File: src/rtl/prog_loader.sv
// rtl/prog_loader.sv - boot loader streaming a length/payload/checksum image into program memory
//
// Purpose: accepts a byte stream of the form <length> <payload...> <checksum>,
// writes each payload byte to program memory starting at BASE_ADDR, then either
// releases the CPU core (checksum good) or raises a sticky error flag.
//
// Ports:
//   clk          system clock, rising edge
//   rst          asynchronous active-low reset
//   in_valid     upstream byte valid
//   in_data      upstream byte
//   in_ready     loader accepts a byte this cycle
//   restart      synchronous abort/relaunch request
//   mem_we       program memory write strobe (one cycle per payload byte)
//   mem_addr     program memory write address
//   mem_data     program memory write data
//   core_run     high releases the CPU core from reset
//   load_err     sticky checksum failure flag
//   bytes_loaded payload bytes written in the current stream (0..256)
module prog_loader #(
  parameter logic [7:0] BASE_ADDR = 8'h00
) (
  input  logic       clk,
  input  logic       rst,
  input  logic       in_valid,
  input  logic [7:0] in_data,
  output logic       in_ready,
  input  logic       restart,
  output logic       mem_we,
  output logic [7:0] mem_addr,
  output logic [7:0] mem_data,
  output logic       core_run,
  output logic       load_err,
  output logic [8:0] bytes_loaded
);

  typedef enum logic [2:0] {
    IDLE  = 3'd0,
    LOAD  = 3'd1,
    CHECK = 3'd2,
    RUN   = 3'd3,
    ERROR = 3'd4
  } state_t;

  state_t     state;
  state_t     state_next;
  logic [8:0] remaining;
  logic [7:0] checksum;
  logic [7:0] check_total;
  logic       accept;

  // in_ready includes rst so nothing looks acceptable while reset is held,
  // and restart so a relaunch never swallows a byte.
  always_comb begin
    in_ready = 1'b0;
    if (rst && !restart &&
        (state == IDLE || state == LOAD || state == CHECK)) begin
      in_ready = 1'b1;
    end
  end

  assign accept      = in_valid & in_ready;
  assign check_total = checksum + in_data;

  always_ff @(posedge clk or negedge rst) begin
    if (!rst) begin
      state <= IDLE;
    end else begin
      state <= state_next;
    end
  end

  always_comb begin
    state_next = state;
    if (restart) begin
      state_next = IDLE;
    end else if (accept) begin
      case (state)
        IDLE:    state_next = LOAD;
        LOAD:    if (remaining == 9'd1) state_next = CHECK;
        CHECK:   state_next = (check_total == 8'd0) ? RUN : ERROR;
        default: state_next = state;
      endcase
    end
  end

  // Datapath. mem_we is a registered copy of the LOAD accept, so a write
  // launched on the edge before a restart still appears for its one cycle.
  always_ff @(posedge clk or negedge rst) begin
    if (!rst) begin
      remaining    <= 9'd0;
      checksum     <= 8'd0;
      bytes_loaded <= 9'd0;
      mem_we       <= 1'b0;
      mem_addr     <= 8'd0;
      mem_data     <= 8'd0;
      core_run     <= 1'b0;
      load_err     <= 1'b0;
    end else begin
      mem_we   <= 1'b0;
      core_run <= (state_next == RUN);
      load_err <= (state_next == ERROR);
      if (restart) begin
        remaining    <= 9'd0;
        checksum     <= 8'd0;
        bytes_loaded <= 9'd0;
      end else if (accept) begin
        case (state)
          IDLE: begin
            // A length byte of zero encodes a full 256-byte payload.
            remaining    <= (in_data == 8'd0) ? 9'd256 : {1'b0, in_data};
            checksum     <= 8'd0;
            bytes_loaded <= 9'd0;
          end
          LOAD: begin
            checksum     <= checksum + in_data;
            remaining    <= remaining - 9'd1;
            bytes_loaded <= bytes_loaded + 9'd1;
            mem_we       <= 1'b1;
            mem_addr     <= BASE_ADDR + bytes_loaded[7:0];
            mem_data     <= in_data;
          end
          default: begin
          end
        endcase
      end
    end
  end

endmodule

File: config.mk
export PLATFORM = sky130hd
export DESIGN_NAME = prog_loader
export DESIGN_NICKNAME = d
export VERILOG_FILES = /design/src/rtl/prog_loader.sv
export SDC_FILE = /design/constraint.sdc
export NUM_CORES = 1
export LEC_CHECK = 0
export ABC_AREA = 1
export CORE_MARGIN = 2
export CORE_UTILIZATION = 40
export DETAILED_ROUTE_END_ITERATION = 8
export GPL_ROUTABILITY_DRIVEN = 0
export PLACE_DENSITY = 0.68
export SLEW_MARGIN = 20
export SYNTH_ARGS = -nofsm -noshare
export SYNTH_HDL_FRONTEND = slang
export SYNTH_SLANG_ARGS = --single-unit
File: constraint.sdc
create_clock -name clk -period 5.9 [get_ports clk]
set_input_delay 0.885 -clock clk [delete_from_list [all_inputs] [get_ports clk]]
set_output_delay 0.885 -clock clk [all_outputs]
set_load 0.005 [all_outputs]
# Yosys cells after proc, flatten, opt, wreduce, memory -nomap -nowiden
# Cells that the tools add are included.
[op_classes]
add_sub_neg = 3
eq_ne = 5
n_mux = 19
n_bitwise = 2
n_reduce_logical = 12
[ops]
columns = ["op", "count"]
rows = [
  ["$mux 9", 5],
  ["$pmux 9 s2", 2],
  ["$logic_not 8->1", 2],
  ["$mux 8", 2],
  ["$pmux 8 s2", 1],
  ["$mux 3", 4],
  ["$add 9x1->9 const B", 1],
  ["$eq 9x1->1 const B", 1],
  ["$pmux 3 s3", 1],
  ["$sub 9x1->9 const B", 1],
  ["$add 8x8->8", 1],
  ["$eq 3x2->1 const B", 2],
  ["$mux 1", 4],
  ["$eq 3x1->1 const B", 1],
  ["$eq 3x3->1 const B", 1],
  ["$logic_not 3->1", 1],
  ["$reduce_and 3->1", 1],
  ["$reduce_bool 3->1", 1],
  ["$logic_and 1x1->1", 2],
  ["$logic_or 1x1->1", 2],
  ["$reduce_and 2->1", 1],
  ["$reduce_bool 2->1", 1],
  ["$and 1x1->1", 1],
  ["$logic_not 1->1", 1],
  ["$not 1->1", 1],
]
[totals]
register_bits = 48
wordCells = 50

# Longest topological paths before layout
# Gate-level depths: netlist of the first run.
[logic_depth]
ltp_word = 9
mapped_depth = 14
mapped_depth_nobuf = 14

# Worst setup path before layout of the first run
# No wires, ideal clock.
[synth_timing]
path_kind = "in2reg"
startpoint = "in in_data[0]"
endpoint = "reg core_run"
setup_time_ps = 71
t_arrival_ps = 2331
required_time_ps = 5829
path_slack_ps = 3497
path_stages = 13
n_path_buf = 0
cell_sequence = "ha_1 -> fa_1 -> nand2_1 -> nand2_1 -> nand3_1 -> nand2_1 -> nand2_1 -> nand2_1 -> nor2_1 -> nand3_1 -> nand2_1 -> nand2_1 -> nor2_1"
[synth_via]
elab_chain_len = 7
[synth_rtl]
columns = ["element", "line", "text"]
rows = [
  ["start, declared", "26", "input logic [7:0] in_data,"],
  ["$add 8x8->8", "63", "assign check_total = checksum + in_data;"],
  ["$logic_not 8->1", "81", "CHECK: state_next = (check_total == 8'd0) ? RUN : ERROR;"],
  ["$mux 3", "81", ""],
  ["$pmux 3 s3", "78", "case (state)"],
  ["$mux 3", "77", "end else if (accept) begin"],
  ["$mux 3", "75", "if (restart) begin"],
  ["$eq 3x2->1", "101", "core_run <= (state_next == RUN);"],
  ["end signal, assigned", "101", ""],
  ["end, declared", "32", "output logic core_run,"],
]
# Every way passes these cells.
# A chain may end at the register's enable or synchronous reset.

# Worst setup path in the final report of the first run
[layout_timing]
startpoint = "in restart"
endpoint = "out in_ready"
[layout_via]
elab_chain_len = 4
[layout_rtl]
columns = ["element", "line", "text"]
rows = [
  ["start, declared", "28", "input logic restart,"],
  ["$logic_not 1->1", "56", "if (rst && !restart &&"],
  ["$logic_and 1x1->1 (2 in a row)", "56", ""],
  ["$mux 1", "56", ""],
  ["end, declared", "27", "output logic in_ready,"],
]
# Every way passes these cells.

==> reports/metrics.csv, run 1 <==
metric,value,unit
VDD IR max,95.7,uV
vias per cell,5.07,
busiest grt layer,met2,
crit start category,input pin,
Crit Path Class,input pin to output port,
Syn Std Cell Area,0.00263,mm^2
Total Routing Usage GR,17.5,%
DRT Pass-1 Iters,4,
post-route ant nets,0,
share of cells above drive strength 1,5.36,%
Finished Layout Cells,450,
clock slew at reported path FFs,0.09,ns
post-CTS resize count,0,
DRC,0,
placed insts,442,
post-synthesis sequential area ratio,45.6,%
setup ws final,2.85,ns
post-synthesis cell type count,36,
initial antenna violation count,0,
"slowest stage cell, crit path",clkdlybuf4s50_1,
Post-Syn Nets,354,
Top Ports,41,
Initial DRC Count,99,
syn avg cell area,7.95,um^2
max-cap viol count,0,
met3 Use GR,3.02,%
Root Driver,clkbuf_8,
post-layout min period,3.05,ns
fillers,615,
"Arr. time, crit path",2.16,ns
DP Area,0.00309,mm^2
r2r setup slk,3.77,ns
Critical Path RT,5.02,ns
Die H,85.1,um
WL/cell,13.1,um
Final Max Slew Viols,0,
clk buf depth,2,
Layout area overhead,21.1,%
n_diodes,0,
pre-CTS setup slack,2.78,ns
final period utilization,51.7,%
Buffers on Ports,40,
largest net degree at the start of global routing,42,
Initial Util,41.4,%
clock skew,0.00755,ns
synth warn,0,
Core ar.,0.00635,mm^2
CTS tree,built,
vias after detailed routing,2282,
vias in the first global route,2263,
f_max,328,MHz
Post-Syn Instances,331,
final net count,395,
met1 usage,23.4,%
"Async S/R FF share, synth",100,%
Routed WL,5.91,mm
RSZ-0062 raised after global routing,false,
Leak Pwr,0.00155,uW
Die W,85.1,um
total gr overflow,0,
r2r worst-path depth,6,
Worst path max stage delay,0.59,ns
hold_buf cts,0,
Most used DFF post-synth,dfrtp_1,
final setup fails,0,
worst slew pin tran,0.733,ns
CTS buffer count,5,
clock sinks,48,
CP Max Fanout,7,
CP cell instances,clkdlybuf4s50_1 -> nor2_1 -> clkdlybuf4s50_1,
RR Endpoint,bytes_loaded[2],
setup tns final,0,ns
site row count,29,
status,finished clean,
first-pass GRT wire length,10.3,mm
Pwr Density,210,mW/mm^2
number of synthesized register bits,48,
postcts setup bufs,0,
Worst-Skew Late Latency,0.30,ns
Detailed Place HPWL,4.37,mm
htree depth,2,
Reg2Reg Launch Point,state[0],
Die ar.,0.00724,mm^2
"most used cell, CP",clkdlybuf4s50_1,
relative slew slack,50.9,%
met2 Resource Use GR,29.4,%
number of enable flip-flop cells after synthesis,0,
Hold WS,0.448,ns
Final Hold Viols,0,
CP Capture Type,output port,
final instance area,0.00319,mm^2
Hold Crit Class,input pin to asynchronous set/reset pin,
synth_stat cells (2+ instances only):
library cell	count	area (um^2)
a21oi_1	11	55.1
a22o_1	4	35.0
a22oi_1	2	15.0
a31oi_1	2	12.5
buf_2	4	20.0
buf_4	2	15.0
dfrtp_1	48	1200
ha_1	10	125
inv_1	43	161
inv_2	3	11.3
nand2_1	93	349
nand3_1	22	110
nor2_1	23	86.3
nor3_1	4	20.0
nor4_1	2	12.5
o211ai_1	3	22.5
o21ai_0	14	70.1
o21ai_1	17	85.1
o22ai_1	5	31.3
xor2_1	3	26.3
layout by cell type, fill, tap and decap left out, types with 3 or more instances in the layout:
cell type        instances
inv_1                   43
nor3_1                   4
nand2_1                 93
o22ai_1                  5
xor2_1                   3
ha_1                    10
clkdlybuf4s50_1         39
nand3_1                 22
dfrtp_1                 48
inv_2                    3
a21oi_1                 11
nor2_1                  23
clkbuf_8                 6
o211ai_1                 3
a22o_1                   4
o21ai_1                 17
o21ai_0                 14
worst max path at each step:
stage	to	start	cells past startpoint	slack (ns)
detailed placement	core_run	restart	10	2.78
global placement	core_run	restart	10	2.82
global route	in_ready	restart	3	2.79
floorplan	core_run	in_data[0]	13	3.50
CTS	in_ready	restart	3	2.83
finish	in_ready	restart	3	2.85
state kept, by name (all words and copies together), names as in the netlist:
name          flops
mem_data          8
core_run          1
mem_addr          8
checksum          8
load_err          1
remaining         9
bytes_loaded      9
mem_we            1
state             3
kinds of logic (layout without fill, tap and decap cells):
kind of cell / Yosys count / in the layout / share of synthesized area, %
compound gates: 63 / 63 / 14.0
xor+xnor: 4 / 4 / 1.33
fa+ha+maj: 11 / 11 / 5.52
buf+inv: 54 / 96 / 8.23
flops: 48 / 48 / 45.6
simple gates: 151 / 151 / 25.3
power by group:
group / internal (uW) / switching (uW) / leakage [uW]
Combinational: 47.1 / 60.8 / 0.000846
Sequential: 344 / 10.7 / 0.000660
Clock: 95.4 / 110 / 0.0000445
routing by layer:
| layer | share of wire, % | wire length [um] |
|---|---|---|
| met1 | 49 | 2880 |
| met2 | 46 | 2740 |
| met3 | 3.4 | 203 |
| met4 | 1.4 | 82 |
| met5 | 0 | 0 |
per-stage QoR:
stage,util [%],total power [uW]
finish,50.2,668
global route,50.2,701
CTS,50.2,674
detailed placement,48.7,470
global placement,48.7,468
floorplan,-,414
final cells by class:
class                           instances  area, um^2  share of cell area [%]
Timing Repair Buffer                   41         403                    12.6
Multi-Input combinational cell        229        1210                    38.1
Clock inverter                          1        7.51                   0.236
Tap cell                               77        96.3                    3.02
Sequential cell                        48        1200                    37.7
Clock buffer                            7        86.3                    2.71
Inverter                               47         178                    5.58
critical path: cells and delay by family:
kind	cells	cell delay (ns)
buf+inv	2	1.10
simple gates	1	0.18
Power figures use the tool's default switching activity.
==> inputs of run 2 (changes only) <==
==> constraint.sdc (replaced) <==
create_clock -name clk -period 3.1 [get_ports clk]
set_input_delay 0.465 -clock clk [delete_from_list [all_inputs] [get_ports clk]]
set_output_delay 0.465 -clock clk [all_outputs]
set_load 0.005 [all_outputs]
==> run 2 against run 1 <==
Utilization rose by 0.67 points. Power rose by 110%. Sequential share of layout area fell by 0.50 points. Sequential power rose by 90%. Design area rose by 1.3%. Clock power rose by 140%. Die area did not move. Critical path depth rose by 11. Critical path type is now input pin to flop.
==> reports/metrics.csv, run 2 (synthesis results as in run 1) <==
metric,value,unit,change
status,finished clean,,
Critical Path RT,3.34,ns,-1.68 ns
CTS buffer count,5,,unchanged
clock sinks,48,,unchanged
Final Hold Viols,0,,unchanged
Initial DRC Count,120,,+21%
"most used cell, CP",nand2_1,,
post-route ant nets,0,,unchanged
CP Max Fanout,4,,-3
htree depth,2,,unchanged
Worst path max stage delay,0.45,ns,-0.14 ns
relative slew slack,52.1,%,+1.2 points
Detailed Place HPWL,4.48,mm,+2.4%
Crit Path Class,input pin to flop,,
WL/cell,13.8,um,+4.9%
r2r setup slk,1.02,ns,-2.75 ns
final period utilization,74.9,%,
Worst-Skew Late Latency,0.31,ns,about the same
total gr overflow,0,,unchanged
post-layout min period,2.32,ns,
vias after detailed routing,2344,,+2.7%
initial antenna violation count,0,,unchanged
r2r worst-path depth,6,,unchanged
CP Capture Type,flop,,
Hold Crit Class,input pin to asynchronous set/reset pin,,
Die ar.,0.00724,mm^2,unchanged
site row count,29,,unchanged
first-pass GRT wire length,10.5,mm,+1.8%
share of cells above drive strength 1,6.13,%,+0.77 points
placed insts,444,,+0.45%
Routed WL,6.23,mm,+5.4%
Initial Util,41.4,%,unchanged
CP cell instances,clkdlybuf4s50_1 -> ha_1 -> fa_1 -> nand2_1 -> nand2_1 -> nand3_1 -> nand2_1 -> nand2_1 -> nand2_1 -> nor2_1 -> nand3_1 -> nand2_1 -> nand2_1 -> nor2_1,,
postcts setup bufs,0,,unchanged
"commonest non-fill, non-tap cell in the layout",nand2_1,,
"slowest stage cell, crit path",clkdlybuf4s50_1,,
Root Driver,clkbuf_8,,
max-cap viol count,0,,unchanged
Buffers on Ports,40,,unchanged
DP Area,0.00311,mm^2,+0.49%
RSZ-0062 raised after global routing,false,,
DRC,0,,unchanged
crit start category,input pin,,
f_max,431,MHz,
setup tns final,0,ns,unchanged
clock skew,0.00956,ns,+0.00201 ns
final setup fails,0,,unchanged
DRT Pass-1 Iters,4,,unchanged
Top Ports,41,,unchanged
Layout area overhead,22.7,%,
vias in the first global route,2247,,-0.71%
RR Endpoint,bytes_loaded[2],,
Die H,85.1,um,unchanged
"commonest cells after routing, fill and taps aside","93 x nand2_1, 48 x dfrtp_1, 43 x inv_1",,
Reg2Reg Launch Point,state[0],,
final core occ,50.8,%,+0.67 points
Total Routing Usage GR,18.3,%,+0.76 points
worst slew pin tran,0.714,ns,-0.0185 ns
"Arr. time, crit path",2.57,ns,+0.41 ns
largest net degree at the start of global routing,35,,-17%
CTS tree,built,,
n_diodes,0,,unchanged
Core ar.,0.00635,mm^2,unchanged
Finished Layout Cells,452,,+0.44%
hold_buf cts,0,,unchanged
VDD IR max,211,uV,+120%
clock slew at reported path FFs,0.09,ns,about the same
Die W,85.1,um,unchanged
post-CTS resize count,0,,unchanged
Final Max Slew Viols,0,,unchanged
clk buf depth,2,,unchanged
final instance area,0.00323,mm^2,+1.3%
Pwr Density,427,mW/mm^2,+100%
Leak Pwr,0.00158,uW,+1.7%
fillers,600,,-2.4%
Regs by FF count,"bytes_loaded x9, remaining x9",,
vias per cell,5.19,,+2.3%
final net count,397,,+0.51%
[run 2: changes by cell type in the layout (fill, tap and decap cells not counted)]
cell,previous run,this run
buf_4,1,3
bufinv_16,0,1
clkbuf_1,1,0
clkinv_4,0,1
clkinvlp_4,1,0
[run 2: layer usage]
layer	vias up	part of all wire [%]	GRT usage, %
met5	-	0	0
met4	0	2.9	8.51
met3	16	4.6	4.18
met2	60	47	29.0
met1	1106	45	23.6
li1	1162	-	-
[run 2: where the power goes]
group | total (uW) | leakage (uW) | switching (uW) | internal, uW
clock | 495 | 0.0000614 | 231 | 264
sequential | 676 | 0.000660 | 21.2 | 655
combinational | 206 | 0.000855 | 116 | 90.9
[run 2: worst max path at each step]
stage	from	end	cells past startpoint
finish	in_data[0]	core_run	14
global route	in_data[0]	core_run	14
CTS	in_data[0]	core_run	14
detailed placement	in_data[0]	core_run	14
global placement	in_data[0]	core_run	14
floorplan	in_data[0]	core_run	13
[run 2: worst max-delay path: cells and delay by family]
family / cells / cell delay, ns
buffers and inverters: 1 / 0.45
AND/OR/NAND/NOR: 11 / 0.94
adder cells (fa/ha/maj): 2 / 0.70
[run 2: metrics by stage]
stage / setup slack (ns) / total power (uW) / hold WS [ns]
after floorplan: 1.12 / 788 / 0.169
after global placement: 0.536 / 890 / 0.439
after detailed placement: 0.461 / 896 / 0.448
after CTS: 0.777 / 1380 / 0.109
after global routing: 0.583 / 1440 / 0.114
final: 0.778 / 1380 / 0.0965
[run 2: cell type report]
| cell class | count | area, um^2 | share of cell area [%] |
|---|---|---|---|
| multi-input combinational | 229 | 1210 | 37.6 |
| inverter | 47 | 178 | 5.50 |
| timing repair buffer | 43 | 418 | 12.9 |
| clock buffer | 6 | 82.6 | 2.56 |
| tap | 77 | 96.3 | 2.98 |
| clock inverter | 2 | 38.8 | 1.20 |
| sequential | 48 | 1200 | 37.2 |
